`config.mk`:
```
export PLATFORM = sky130hd
export DESIGN_NAME = pc_module
export DESIGN_NICKNAME = d
export VERILOG_FILES = /design/src/rtl/pc_module.sv
export SDC_FILE = /design/constraint.sdc
export NUM_CORES = 1
export LEC_CHECK = 0
export BUFFER_PORTS_ARGS = -buffer_cell sky130_fd_sc_hd__buf_4
export CAP_MARGIN = 20
export CORE_MARGIN = 3
export CORE_UTILIZATION = 45
export CTS_BUF_LIST = sky130_fd_sc_hd__clkbuf_2
export DETAILED_ROUTE_END_ITERATION = 7
export GPL_ROUTABILITY_DRIVEN = 0
export GPL_TIMING_DRIVEN = 0
export PLACE_DENSITY_LB_ADDON = 0.15
export SYNTH_ARGS = -nofsm -noshare
export SYNTH_HDL_FRONTEND = slang
export SYNTH_SLANG_ARGS = --single-unit
```
`constraint.sdc`:
```
create_clock -name clk -period 2.9 [get_ports clk]
set_clock_uncertainty 0.1 [all_clocks]
set_input_delay 0.87 -clock clk [delete_from_list [all_inputs] [get_ports clk]]
set_output_delay 0.87 -clock clk [all_outputs]
set_load 0.01 [all_outputs]
```
`src/rtl/pc_module.sv`:
```
// Program counter register with sequential/target next-PC select and a combinational pc+step output.
// Optional macro PC_ALIGN_EN clears bits [1:0] of a selected alu target before it is loaded.
module pc_module #(
    parameter logic [31:0] RESET_PC = 32'h0000_0000,
    parameter logic [31:0] PC_STEP  = 32'd4
) (
    input  logic        clk,
    input  logic        rst_n,
    input  logic [31:0] alu,
    input  logic        PCSel,
    output logic [31:0] pc,
    output logic [31:0] pc_4
);

    logic [31:0] pc_q;
    logic [31:0] pc_seq;
    logic [31:0] target;
    logic [31:0] next_pc;

    // Wraps modulo 2^32 by width truncation; no carry is kept.
    assign pc_seq = pc_q + PC_STEP;

`ifdef PC_ALIGN_EN
    assign target = {alu[31:2], 2'b00};
`else
    assign target = alu;
`endif

    always_comb begin
        next_pc = pc_seq;
        if (PCSel == 1'b1) begin
            next_pc = target;
        end
    end

    always_ff @(posedge clk or negedge rst_n) begin
        if (!rst_n) begin
            pc_q <= RESET_PC;
        end else begin
            pc_q <= next_pc;
        end
    end

    assign pc   = pc_q;
    assign pc_4 = pc_seq;

endmodule

```
# == After elaboration in Yosys (flattened, before gate mapping) ==
# Index checks and enable logic that the tools add are counted.
# totals
inputBits,35
ff_bits,32
output_inout_bits,64
elab_cells,3
# op_classes
add_sub_neg,1
mux,1
# op_table
cell,count
"32-bit by 3-bit adder with 32-bit output, second input constant",1
32-bit two-way mux,1

# == Depth between registers and ports, before layout ==
# logic_depth
ltp_word,2
ltp_mapped,6
mapped_depth_nobuf,5

# == Worst setup path after synthesis ==
# OpenSTA, ideal clock, no wires.
# synth_timing
path_kind,reg-to-output
start,"reg pc_q[2], in the netlist pc[2]"
end,out pc_4[30]
path_buffers,0
arrival_ps,1704
required_time_ps,1930
slack_ps,226
path_stages_with_launch,6
cell_sequence,dfrtp_1 ha_1 and3_1 nand3_1 o31a_1 or2_2
# synth_via
elab_chain_len,1
# synth_rtl
element,line_no,rtl
from (decl),15,logic [31:0] pc_q;
from (signal assigned),40,pc_q <= next_pc;
32-bit by 3-bit adder with 32-bit output,21,assign pc_seq = pc_q + PC_STEP;
to (decl),12,output logic [31:0] pc_4
# Every way passes these cells.

# == Worst setup path in the final report ==
# layout_timing
start,"reg pc_q[3], in the netlist pc[3]"
end,out pc_4[23]
# The elaborated chain is that of the path after synthesis.

==> reports/results.ini <==
[sta]
max_freq_mhz = 325
timing.final.hold_violations = 0
slew_violations = 0
slew_headroom_pct = 62.7
hold_slack_ps = 290
finalSetupViolCount = 15
fin_crit_sh_pct = 106
worst_slew_pin_slew_ps = 560
period_needed_ps = 3070
finalSetupTns_ps = -1710
setup_slack_ps = -172
rsz0062_at_grt = true

[worst_setup_path]
r2r_slack_ps = 870
crit_path_end_kind = output port
cp.arrival_ps = 2100
r2r-end = pc[19]
crit_chain = buf_6 -> and4_4 -> nand4_4 -> buf_6 -> or4_4 -> nand2_2 -> buf_6
cpMostUsedCell = buf_6
crit_required_ps = 1930
r2r_start = pc[3]
critPathKind = flip-flop to output port
crit_slowest_cell = dfrtp_1
r2r_cells = 8
slowest_delay_ps = 450
worstSetupStartpointType = flip-flop
path_max_fanout = 6

[pwr]
p_leak_nw = 1.55
powerDensity_nw_per_um2 = 407
vdd_drop_max_mv = 0.321
intPower_mw = 0.893
p_sw_mw = 0.494
power_frac_seq_pct = 40.8
swShare_pct = 35.6
comb_power_share_pct = 43.6
pwr-share-clk_pct = 15.7

[drt]
via_per_inst = 5.71
drtIter0Drc = 223
drc = 0
wl_per_cell_microns = 17.4
wirelength_mm = 6.85
final_antenna_net_count = 0
first_pass_iters = 4
routed-via-count = 2251

[grt]
overflow = 0
grt_first_pass_wirelength_mm = 10.2
antenna_found_initial = 0
met1_usage_pct = 28.4
grt_max_degree = 33
met2_usage_pct = 46.3
grt_util_met3_pct = 6.79
top_usage_layer = met2
grt_usage_pct = 25.0
grt_pass1_vias = 2166

[cts]
path_clk_slew_ps = 180
root_buffer = clkbuf_2
worstSkewPairLatency_ps = 400
cts_buffer_depth = 2
tritoncts = yes
htree_levels = 2
cts.sinks = 32
cts_buffers = 5

[status]
outcome = finished, violations left
violations = negative setup slack

[final_layout]
layout_common_cells = buf_4, dfrtp_1, buf_6, mux2_2, nand2_1
final_common_cell = buf_4
largest_reg_flops = 32
layout.cells.non_filler = 394
fin_nets = 379
final_layout_size_suffix_gt1_share_pct = 64.2
area_delta_synth_final_pct = 73.8
diodes = 0

[floorplanning]
die_x_microns = 72.0
coreArea_sq_um = 4090
die_area_sq_um = 5180
pin_count = 99
die_y_microns = 72.0
fp-row-count = 23
floorplan.initialDensity_pct = 47.9

[yosys]
ys_ff_latch = 32
synth_cells = 199
syn_area_per_cell_sq_um = 9.85
yosysWarnings = 0
synth_nets = 235
yosysSeqAreaShare_pct = 40.9
netlist-cell-type-count = 36
netlist_area_sq_um = 1960

[place]
placed_cells = 347
port_buffers = 98
dpl.hpwl_mm = 4.26

[job]
drv_cap = 0

[hold_path]
min_path_type = input pin to async pin

==> cell type report <==
| cell class | count | area (sq um) |
|---|---|---|
| fill | 234 | 681 |
| clock inverter | 3 | 13.8 |
| sequential | 32 | 813 |
| tap | 50 | 62.6 |
| clock buffer | 5 | 25.0 |
| timing repair buffer | 138 | 1110 |
| buffer | 10 | 70.1 |
| inverter | 4 | 15.0 |
| multi-input combinational | 152 | 1300 |
==> power groups by stage <==
stage,registers (mW),logic [mW],clock network (mW)
after detailed placement,0.575,0.456,0
after global routing,0.573,0.641,0.245
after CTS,0.558,0.564,0.226
after global placement,0.575,0.449,0
final,0.565,0.604,0.217
after floorplan,0.586,0.192,0
==> cells in the mapped netlist <==
cell type	number	share of area, %
dfrtp_1	32	41
nand2_1	21	4.0
mux2_2	16	9.2
xnor2_1	13	5.8
nand3_1	11	2.8
nand4_1	11	3.5
nor2_1	8	1.5
a31oi_1	7	2.2
o31ai_1	7	2.7
or2_2	7	2.2
o31a_1	6	2.7
or4_1	6	2.3
clkbuf_1	5	0.96
nor3_1	5	1.3
and4_1	4	1.8
inv_1	4	0.77
nand2b_1	4	1.3
nor4_1	4	1.3
xor2_1	4	1.8
o211ai_1	3	1.1
a221o_1	2	1.0
and4_2	2	1.0
buf_4	2	0.77
buf_6	2	1.1
o21a_1	2	0.77
a311o_1	1	0.51
and2_2	1	0.38
and3_1	1	0.32
buf_2	1	0.26
clkbuf_2	1	0.26
ha_1	1	0.64
nand4_4	1	1.1
nor2b_1	1	0.32
o21ai_0	1	0.26
o311a_1	1	0.51
or4_4	1	0.57
==> logic make-up (layout without fill, tap and decap cells) <==
| logic type | count (synthesis) | after routing | synth area share [%] |
|---|---|---|---|
| flip-flops | 32 | 32 | 40.9 |
| XOR/XNOR | 17 | 17 | 7.60 |
| AND/OR/NAND/NOR | 88 | 88 | 25.7 |
| AO/OA/AOI/OAI | 30 | 30 | 11.8 |
| adder cells (fa/ha/maj) | 1 | 1 | 0.638 |
| buffers and inverters | 15 | 160 | 4.15 |
| multiplexers | 16 | 16 | 9.20 |
==> critical path: cells and delay by family (launching register included) <==
family                 cells  cell delay, ps
flip-flops                 1             450
AND/OR/NAND/NOR            4             860
buffers and inverters      3             380
==> per-layer routing <==
layer	wire length (microns)	vias to the layer above
met5	0	-
met3	613	17
li1	-	1038
met4	108	0
met2	3560	121
met1	2570	1075
==> metrics by stage <==
step	util [%]	total power, mW	instance area, sq um	setup slack (ps)
global placement	67.5	1.02	2760	-68.0
detailed placement	67.5	1.03	2760	-61.1
floorplan	-	0.778	1960	226
global route	83.3	1.46	3410	-276
CTS	78.8	1.35	3220	-159
finish	83.3	1.39	3410	-172
==> repair_timing <==
action | in CTS | in global routing
setup buffers | 29 | 10
hold buffers | 0 | 0
pin swaps | 21 | 11
cloned | 1 | 0
resized for setup | 57 | 27
endpoints found under the hold margin | 0 | 0
setup endpoints to repair | 19 | 19
==> worst max path at each step <==
stage	startpoint	cells after the start	end
floorplan	pc[2]	5	pc_4[30]
global placement	pc[2]	6	pc_4[30]
detailed placement	pc[2]	6	pc_4[30]
CTS	pc[3]	7	pc_4[23]
global route	pc[9]	7	pc_4[23]
finish	pc[3]	7	pc_4[23]
Note: power is estimated with default switching activity, not from simulation.
